==> config.mk <==
export PLATFORM = sky130hd
export DESIGN_NAME = conv_window_feeder
export DESIGN_NICKNAME = d
export VERILOG_FILES = /design/src/rtl/conv_window_feeder_pkg.sv /design/src/rtl/conv_line_buffer.sv /design/src/rtl/conv_window_feeder.sv
export SDC_FILE = /design/constraint.sdc
export NUM_CORES = 1
export LEC_CHECK = 0
export CORE_ASPECT_RATIO = 0.5
export CORE_UTILIZATION = 55
export DETAILED_ROUTE_END_ITERATION = 16
export GPL_TIMING_DRIVEN = 1
export HOLD_SLACK_MARGIN = 0.15
export PLACE_DENSITY = 0.73
export SLEW_MARGIN = 20
export SYNTH_ARGS = -nofsm -noshare
export SYNTH_HDL_FRONTEND = slang
export SYNTH_SLANG_ARGS = --single-unit
==> constraint.sdc <==
create_clock -name clk_i -period 10.95 [get_ports clk_i]
set_clock_uncertainty 0.05 [all_clocks]
set_input_delay 2.7375 -clock clk_i [delete_from_list [all_inputs] [get_ports clk_i]]
set_output_delay 2.7375 -clock clk_i [all_outputs]
set_load 0.1 [all_outputs]
==> src/rtl/conv_window_feeder_pkg.sv <==
// conv_window_feeder_pkg: network-level sizes and feeder state type
package conv_window_feeder_pkg;
    localparam int KERNEL_SIZE     = 3;
    localparam int CONV_MULT_WIDTH = 8;
    localparam int KERNEL_SIZE_SQ  = KERNEL_SIZE * KERNEL_SIZE;
    localparam int IMAGE_WIDTH     = 28;
    localparam int IMAGE_HEIGHT    = 28;
    localparam int WINDOW_BITWIDTH = KERNEL_SIZE_SQ * CONV_MULT_WIDTH - 1;
    typedef enum logic {FILL, STREAM} feeder_state_e;
endpackage

==> src/rtl/conv_line_buffer.sv <==
// conv_line_buffer: DEPTH-entry row delay; q_o is the sample written DEPTH writes ago
module conv_line_buffer #(
    parameter int W     = 8,
    parameter int DEPTH = 28
) (
    input  logic         clk_i,
    input  logic         rst_i,
    input  logic         we_i,
    input  logic [W-1:0] d_i,
    output logic [W-1:0] q_o
);
    localparam int AW = DEPTH > 1 ? $clog2(DEPTH) : 1;
    logic [W-1:0]  mem [DEPTH];
    logic [AW-1:0] ptr_q, ptr_d;
    assign q_o   = mem[ptr_q];
    assign ptr_d = (ptr_q == AW'(DEPTH - 1)) ? '0 : ptr_q + AW'(1);
    always_ff @(posedge clk_i or posedge rst_i)
        if (rst_i) ptr_q <= '0;
        else if (we_i) ptr_q <= ptr_d;
    // storage is deliberately left uncleared; stale rows are gated out by the FSM
    always_ff @(posedge clk_i)
        if (we_i) mem[ptr_q] <= d_i;
endmodule

==> src/rtl/conv_window_feeder.sv <==
// conv_window_feeder: raster pixel stream to packed K x K valid-padding windows
module conv_window_feeder
    import conv_window_feeder_pkg::*;
#(
    parameter int K  = KERNEL_SIZE,
    parameter int W  = CONV_MULT_WIDTH,
    parameter int IW = IMAGE_WIDTH,
    parameter int IH = IMAGE_HEIGHT
) (
    input  logic             clk_i,
    input  logic             rst_i,
    input  logic [W-1:0]     pixel_i,
    input  logic             pixel_valid_i,
    output logic             pixel_ready_o,
    output logic [K*K*W-1:0] window_o,
    output logic             window_valid_o,
    input  logic             window_ready_i,
    output logic             frame_done_o
);
    localparam int CW       = IW > 1 ? $clog2(IW) : 1;
    localparam int RW       = IH > 1 ? $clog2(IH) : 1;
    localparam int FILL_ROW = K > 1 ? K - 2 : 0;
    localparam feeder_state_e RST_STATE = K > 1 ? FILL : STREAM;
    feeder_state_e    state_q, state_d;
    logic [CW-1:0]    col_q, col_d;
    logic [RW-1:0]    row_q, row_d;
    logic [K*K*W-1:0] sr_q, nw, win_q, win_d;
    logic             wv_q, wv_d, fd_q, fd_d;
    logic             accept, emit, load, col_last, row_last;
    logic [W-1:0]     tap [K];
    assign pixel_ready_o  = !wv_q || window_ready_i;
    assign accept         = pixel_valid_i && pixel_ready_o;
    assign emit           = wv_q && window_ready_i;
    assign col_last       = col_q == CW'(IW - 1);
    assign row_last       = row_q == RW'(IH - 1);
    assign load           = accept && state_q == STREAM && col_q >= CW'(K - 1);
    assign window_o       = win_q;
    assign window_valid_o = wv_q;
    assign frame_done_o   = fd_q;
    // tap[j] is the pixel j rows above the incoming one, same column
    assign tap[0] = pixel_i;
    for (genvar j = 1; j < K; j++) begin : g_lb
        conv_line_buffer #(.W(W), .DEPTH(IW)) u_lb (
            .clk_i(clk_i),
            .rst_i(rst_i),
            .we_i (accept),
            .d_i  (tap[j-1]),
            .q_o  (tap[j])
        );
    end
    // element a*K+b shifts left one column; the rightmost column takes the taps
    for (genvar a = 0; a < K; a++) begin : g_row
        for (genvar b = 0; b < K; b++) begin : g_col
            if (b == K - 1) begin : g_new
                assign nw[W*(a*K+b) +: W] = tap[K-1-a];
            end else begin : g_old
                assign nw[W*(a*K+b) +: W] = sr_q[W*(a*K+b+1) +: W];
            end
        end
    end
    always_comb begin
        state_d = state_q;
        col_d   = col_q;
        row_d   = row_q;
        if (accept) begin
            col_d = col_last ? '0 : col_q + CW'(1);
            row_d = col_last ? (row_last ? '0 : row_q + RW'(1)) : row_q;
            if (col_last && state_q == FILL && row_q == RW'(FILL_ROW)) state_d = STREAM;
            if (col_last && row_last) state_d = RST_STATE;
        end
        wv_d  = load || (wv_q && !emit);
        win_d = load ? nw : win_q;
        fd_d  = accept && col_last && row_last;
    end
    always_ff @(posedge clk_i or posedge rst_i)
        if (rst_i) begin
            state_q <= RST_STATE;
            col_q   <= '0;
            row_q   <= '0;
            sr_q    <= '0;
            win_q   <= '0;
            wv_q    <= 1'b0;
            fd_q    <= 1'b0;
        end else begin
            state_q <= state_d;
            col_q   <= col_d;
            row_q   <= row_d;
            if (accept) sr_q <= nw;
            win_q   <= win_d;
            wv_q    <= wv_d;
            fd_q    <= fd_d;
        end
endmodule

Word-level counts from Yosys, hierarchy flattened
Memories as Yosys holds them, arrays and structs flattened.
Index checks and enable logic that the tools add are counted.
{"block": "word_totals", "ff_bits": 167, "latch_bits": 0, "mem_bits_rw": 448, "rom_bits": 0, "in_bits": 12, "out_inout_bits": 75, "wordCells": 47, "mem_count": 2}
{"name": "g_lb[1].u_lb.mem", "depth": 28, "word_bits": 8, "rd": 1, "rd_ports_with_merged_regs": 0, "wr": 1, "line_no": "conv_line_buffer.sv:13", "source": "logic [W-1:0] mem [DEPTH];"}
{"name": "g_lb[2].u_lb.mem", "depth": 28, "word_bits": 8, "rd": 1, "rd_ports_with_merged_regs": 0, "wr": 1, "line_no": "conv_line_buffer.sv:13"}
{"block": "op_classes", "n_addsub": 4, "n_mul": 0, "div": 0, "magnitude_cmp": 1, "eq_ne": 5, "shifts": 0, "muxes": 8, "bitwise_logic": 1, "n_reduce_logical": 17}
{"operator": "5-bit by 1-bit adder with 5-bit output (second input constant)", "count": 4}
{"operator": "5-bit == test (second input constant)", "count": 4}
{"operator": "5-bit two-way mux", "count": 4}
{"operator": "1-bit logical AND", "count": 10}
{"operator": "5-bit by 1-bit == test with 1-bit output (second input constant)", "count": 1}
{"operator": "5-bit by 2-bit >= comparator with 1-bit output (second input constant)", "count": 1}
{"operator": "1-bit two-way mux", "count": 4}
{"operator": "2-bit AND reduction", "count": 2}
{"operator": "1-bit logical NOT", "count": 2}
{"operator": "1-bit logical OR", "count": 2}
{"operator": "2-bit nonzero test", "count": 1}
{"operator": "1-bit inverter", "count": 1}

Longest topological paths before layout
Gate-level depths: netlist of run 1.
{"block": "depth", "word_depth": 6, "ltp_mapped": 8, "ltp_nobuf": 6}

Modules after synthesis
A second synthesis of run 1 with hierarchy kept.
{"block": "hier_totals", "cells_unflattened": 1404, "area_unflattened_um2": 23686.5}
{"module": "conv_line_buffer", "instances": 2, "cells_per_inst": 493, "area_each_um2": 9112.5}
{"module": "conv_window_feeder", "instances": 1, "cells_per_inst": 418, "area_each_um2": 5461.5}

Worst setup path after synthesis of run 1
No wires, ideal clock.
{"block": "synth_timing", "kind": "input port to output port", "from": "in window_ready_i", "to": "out pixel_ready_o", "arrival_ps": 3550, "t_required_ps": 8163, "setup_slack_ps": 4613, "path_stages": 1, "n_path_buf": 0, "path_cell_list": "nand2b_1"}
{"block": "synth_between", "elab_chain_len": 1}
{"element": "start: declaration", "line_no": "conv_window_feeder.sv:17", "source": "input logic window_ready_i,"}
{"element": "1-bit logical OR", "line_no": "conv_window_feeder.sv:31", "source": "assign pixel_ready_o = !wv_q || window_ready_i;"}
{"element": "end: declaration", "line_no": "conv_window_feeder.sv:14", "source": "output logic pixel_ready_o,"}
No other way between the ends.

Final worst setup path of run 1
Ends and elaborated chain as after synthesis.

==> reports/qor.csv, run 1 <==
metric;value;unit
Syn Area/Cell;16.6;um2
clock tree root driver cell;clkbuf_16;
Yosys cell types;54;
clk slew on worst S/H paths;0.06;ns
crit share post-route;66.9;%
setup bufs post-CTS;0;
# diodes;0;
Mapped Nets;1413;
DRC;0;
max_cap viols;0;
clk sinks;591;
clk_lat worst skew;0.59;ns
routability congestion estimate;0.841;
largest net degree at the start of global routing;88;
top-area cell type share of the netlist area;58.2;%
Post-Layout Cell Count;2045;
Detailed Place HPWL;29.8;mm
Final Hold Viols;0;
hold_buf cts;0;
CP max stage delay;1.16;ns
drt pass-1 iters;5;
H-tree Lvls;2;
CP max stage cell;clkdlybuf4s50_1;
vias in the first global route;12700;
drt initial violations;1178;
first-pass GRT wire length;74.2;mm
remaining antenna violation count;0;
Avg WL per Cell;23.3;um
VDD IR max;0.000180;V
Worst path top cell family by delay;buffers and inverters;
Final Util;63.6;%
Buf/Inv on CP;2;
Initial Utilization;56.5;%
LEAKAGE;9.59;nW
CP dominant cell by count;clkdlybuf4s50_1;
die width;292;um
RR Startpoint;g_lb[1].u_lb.ptr_q[1];
# rows;52;
sequential area share after synthesis;73.6;%
synthesis warning total;0;
I/O pin cnt;87;
CP max FO;5;
RSZ-0062 raised after global routing;no;
cells along the critical path;clkdlybuf4s50_1, nand2b_1, clkdlybuf4s50_1;
Slew Limit Headroom;28.2;%
Port Buf Inserts;86;
Req. time, crit path;8.16;ns
Post-synth EDFFs;448;
Critical Path AT;4.53;ns
Setup crit start kind;input pin;
final net count;1491;
Min Clock Period, post-route;7.32;ns
area leader, netlist;edfxtp_1;
PwrDens;241;mW/mm2
hold wc startpoint;sr_q[62];
Worst Setup SP;window_ready_i;
CP endpoint kind;output pin;
grt total ovfl;0;
Primary FF master, synth;edfxtp_1;
Vias per Instance;5.99;
cell area after synthesis;0.0231;mm2
initial antenna violation count;2;
number of buffers created by CTS;50;
cells after synthesis;1389;
leading post-synthesis cells by cell area;edfxtp_1 58%, dfrtp_1 15%, mux2i_1 5.5%;
ratio of cells with drive above 1 in the final layout;11.0;%
status;finished, final reports clean;
DRT Wirelength;47.7;mm
Vias;12300;
Hold WC Path Type;reg2reg;
post-synthesis register bit count;591;
Finish-stage setup viols;0;
critical path class;in2out;
die height;147;um
die area;0.0429;mm2
Layout area overhead;12.6;%
Longest Clk Path Bufs;3;
Max Slew Vio Count;0;
async set-reset flop share out of synthesis;24.2;%
fillers;2764;
Post-CTS Resized;0;
setup TNS;0;ns
slew at the pin closest to its max-slew limit;1.08;ns
core area;0.0409;mm2
GRT Overall Usage;22.8;%
CTS tree;done;
f_max;137;MHz
placed cells;1955;
[area by class of cell]
| cell class | instances | area, um2 | area share [%] |
|---|---|---|---|
| clock inverters | 28 | 290 | 1.12 |
| clock buffers | 62 | 1320 | 5.06 |
| repair buffers | 103 | 958 | 3.68 |
| flip-flops and latches | 591 | 17000 | 65.5 |
| multi-input cells | 710 | 5700 | 21.9 |
| inverters | 11 | 46.3 | 0.178 |
| well taps | 540 | 676 | 2.60 |
[metrics by stage]
stage / power, mW / hold slack (ns) / cell area (um2) / setup WS (ns)
2_1_floorplan: 3.97 / 0.392 / 23100 / 4.32
5_1_grt: 6.50 / 0.446 / 26000 / 3.56
3_5_place_dp: 4.52 / 0.409 / 24400 / 3.63
3_3_place_gp: 4.45 / 0.404 / 24400 / 3.63
4_1_cts: 6.28 / 0.425 / 26100 / 3.62
6_report: 6.26 / 0.420 / 26000 / 3.63
[cell families (layout without fill, tap and decap cells)]
group	Yosys count	after routing	synth area share (%)
fa+ha+maj	12	12	0.649
mux	250	250	13.8
compound gates	124	124	3.60
xor+xnor	5	5	0.189
buf+inv	88	204	1.82
simple gates	319	319	6.28
flops	591	591	73.6
[flip-flops by register name, summed over array words and instances, names as in the netlist]
name             flops
row_q                5
col_q                5
state_q              1
sr_q                48
g_lb.u_lb.mem      448
frame_done_o         1
window_valid_o       1
window_o            72
g_lb.u_lb.ptr_q     10
[cells in the mapped netlist, types with 4 or more instances]
cell        n
a211o_1     7
a22oi_1    20
nor2b_1     9
clkbuf_1   38
o22ai_1    28
a21oi_1    15
a31oi_1    17
inv_1      11
nand4_1    11
xor2_1      4
dfrtp_1   143
mux2_2     16
a22o_1      7
a211oi_1    7
edfxtp_1  448
and3_1      9
nand3_1    29
nor3_1      4
nand2_1   141
mux2_1     58
mux4_2     48
mux2i_1   128
buf_6       6
buf_2      27
o21ai_0    11
nor2_1     82
ha_1       12
and2_1      6
[power by group]
part	leakage (nW)	internal (mW)	total [mW]	switching (mW)
Clock	0.764	0.995	1.77	0.774
Sequential	5.91	2.89	3.07	0.176
Combinational	2.91	0.441	1.43	0.988
[per-layer routing]
layer  global-route usage (%)  vias up  part of all wire (%)
li1                         -     5452                     -
met1                     31.0     6347                    42
met2                     37.8      391                    49
met3                     4.63       69                   6.7
met4                     6.74        0                   2.3
met5                        0        -                     0
[worst register-to-register path, cell delays in order (launching register included)]
cell      delay (ns)
dfrtp_4         0.78
buf_4           0.85
mux2i_1         0.32
o22ai_1         0.15
a211oi_1        0.61
nand4_1         0.32
buf_4           0.33
mux2_2          0.30
[layout by cell type, fill, tap and decap left out, types with 11 or more instances in the layout]
| cell type | count |
|---|---|
| mux4_2 | 48 |
| clkinv_1 | 13 |
| ha_1 | 12 |
| nand2_1 | 141 |
| clkbuf_16 | 51 |
| a22oi_1 | 20 |
| mux2_1 | 58 |
| a21oi_1 | 15 |
| nand3_1 | 29 |
| mux2i_1 | 128 |
| o21ai_0 | 11 |
| buf_4 | 17 |
| o22ai_1 | 28 |
| clkdlybuf4s50_1 | 80 |
| nand4_1 | 11 |
| edfxtp_1 | 448 |
| mux2_2 | 16 |
| a31oi_1 | 17 |
| dfrtp_1 | 141 |
| clkbuf_1 | 11 |
| nor2_1 | 82 |
[worst paths after layout]
| kind | endpoint | slack (ns) | cells past startpoint |
|---|---|---|---|
| max | pixel_ready_o | 3.63 | 3 |
| min | sr_q[62] | 0.42 | 2 |
| max reg2reg | window_o[46] | 7.12 | 7 |
| min reg2reg | sr_q[62] | 0.42 | 2 |
| max in group asynchronous | g_lb[2].u_lb.ptr_q[0] | 6.87 | 3 |
| min in group asynchronous | window_o[53] | 2.65 | 2 |
Note: power is estimated with default switching activity, not from simulation.
==> run 2: changes to the inputs <==
==> constraint.sdc (replaced) <==
create_clock -name clk_i -period 7.41 [get_ports clk_i]
set_clock_uncertainty 0.05 [all_clocks]
set_input_delay 1.8525 -clock clk_i [delete_from_list [all_inputs] [get_ports clk_i]]
set_output_delay 1.8525 -clock clk_i [all_outputs]
set_load 0.1 [all_outputs]
==> run 2 against run 1 <==
Utilization rose by 0.19 points. Power rose by 48%. First-iteration DRC count is 0.59% higher. Final area is 0.30% higher. Via count about the same. Critical path depth unchanged. Worst setup slack got worse by 1.8 ns. Largest cell class unchanged.
==> reports/qor.csv, run 2 (synthesis results as in run 1) <==
metric;value;unit
Setup crit start kind;input pin;
hold_buf cts;0;
CP max stage delay;1.16;ns
Avg WL per Cell;23.2;um
CTS tree;done;
most common cell after layout, fill and taps aside;edfxtp_1;
final net count;1491;
ratio of cells with drive above 1 in the final layout;11.5;%
Finish-stage setup viols;0;
Slew Limit Headroom;25.6;%
largest net degree at the start of global routing;93;
Longest Clk Path Bufs;3;
remaining antenna violation count;0;
VDD IR max;0.000262;V
status;finished, final reports clean;
setup TNS;0;ns
CP max stage cell;clkdlybuf4s50_1;
DRT Wirelength;47.5;mm
Hold Path Stages;2;
initial antenna violation count;0;
LEAKAGE;9.64;nW
RR Startpoint;g_lb[1].u_lb.ptr_q[1];
max_cap viols;0;
clk_lat worst skew;0.57;ns
Largest register FFs;448;
clk sinks;591;
core area;0.0409;mm2
grt total ovfl;0;
Vias per Instance;5.98;
f_max;180;MHz
Initial Utilization;56.5;%
drt initial violations;1185;
Top reg by flops;g_lb.u_lb.mem;
Layout area overhead;12.9;%
Worst R2R End;window_o[41];
CP endpoint kind;output pin;
dpl cell area;0.0244;mm2
# rows;52;
Post-CTS Resized;0;
Final Hold Viols;0;
PwrDens;356;mW/mm2
CP dominant cell by count;clkdlybuf4s50_1;
drt pass-1 iters;5;
die area;0.0429;mm2
routability congestion estimate;0.819;
clk slew on worst S/H paths;0.06;ns
commonest cells after routing, fill and taps aside;448 x edfxtp_1, 141 x nand2_1, 140 x dfrtp_1;
I/O pin cnt;87;
Hold Crit Endpoint;sr_q[10];
Worst Setup SP;window_ready_i;
Max Slew Vio Count;0;
Critical Path AT;3.65;ns
# diodes;0;
setup bufs post-CTS;0;
Reg2Reg Setup Slack;3.78;ns
DRC;0;
hold wc startpoint;sr_q[10];
die width;292;um
critical path class;in2out;
clock tree root driver cell;clkbuf_16;
CP max FO;5;
cells along the critical path;clkdlybuf4s50_1, nand2b_1, clkdlybuf4s50_1;
Worst path top cell family by delay;buffers and inverters;
Detailed Place HPWL;29.4;mm
first-pass GRT wire length;74.5;mm
Vias;12300;
slew at the pin closest to its max-slew limit;1.11;ns
number of buffers created by CTS;50;
Tot Pwr;9.30;mW
H-tree Lvls;2;
Req. time, crit path;5.51;ns
finished layout cell area;0.0261;mm2
Buf/Inv on CP;2;
R2R depth;7;
Hold WC Path Type;reg2reg;
Port Buf Inserts;86;
Min Clock Period, post-route;5.55;ns
GRT Overall Usage;22.8;%
crit share post-route;75.0;%
vias in the first global route;12800;
die height;147;um
RSZ-0062 raised after global routing;no;
-- run 2: cell types whose count changed in the layout (fill, tap and decap cells not counted), moves of 2 or more --
cell        delta
clkinv_2       +7
clkbuf_1       -3
clkbuf_16      +2
clkinvlp_2     +2
clkinvlp_4     -2
-- run 2: tightest hold or removal path, cell delays in order, from the launching register on --
cell and delay [ns]:
dfrtp_1 0.34, nand2_1 0.05, nand2_1 0.05
-- run 2: final cells by class --
type / instances / area (um2)
timing repair buffer: 103 / 978
multi-input combinational: 710 / 5700
fill: 2763 / 14800
sequential: 591 / 17000
clock buffer: 61 / 1360
inverter: 11 / 46.3
tap: 540 / 676
clock inverter: 33 / 308
-- run 2: metal layers --
metal / routed length [um] / global-route usage [%]
met3: 2850 / 3.89
met5: 0 / 0
met2: 23700 / 38.0
met4: 1040 / 5.82
met1: 20000 / 31.5
-- run 2: power breakdown --
| part | internal, mW | switching, mW |
|---|---|---|
| Sequential | 4.27 | 0.275 |
| Clock | 1.51 | 1.16 |
| Combinational | 0.650 | 1.43 |
| Total | 6.43 | 2.87 |
-- run 2: how the worst max path moves through the flow --
stage	to	slack [ns]	cells past startpoint
4_1_cts	pixel_ready_o	1.85	3
6_report	pixel_ready_o	1.86	3
3_5_place_dp	pixel_ready_o	1.86	3
3_3_place_gp	pixel_ready_o	1.83	3
5_1_grt	pixel_ready_o	1.80	3
2_1_floorplan	col_q[0]	1.67	1
-- run 2: metrics by stage --
stage               cells  setup WS (ns)  hold WS [ns]  util (%)
floorplan            1389           1.67         0.392         -
global placement     1954           1.83         0.403      59.7
detailed placement   1954           1.86         0.411      59.7
CTS                  2048           1.85         0.425      63.8
global route         2049           1.80         0.438      63.8
finish               2049           1.86         0.425      63.8
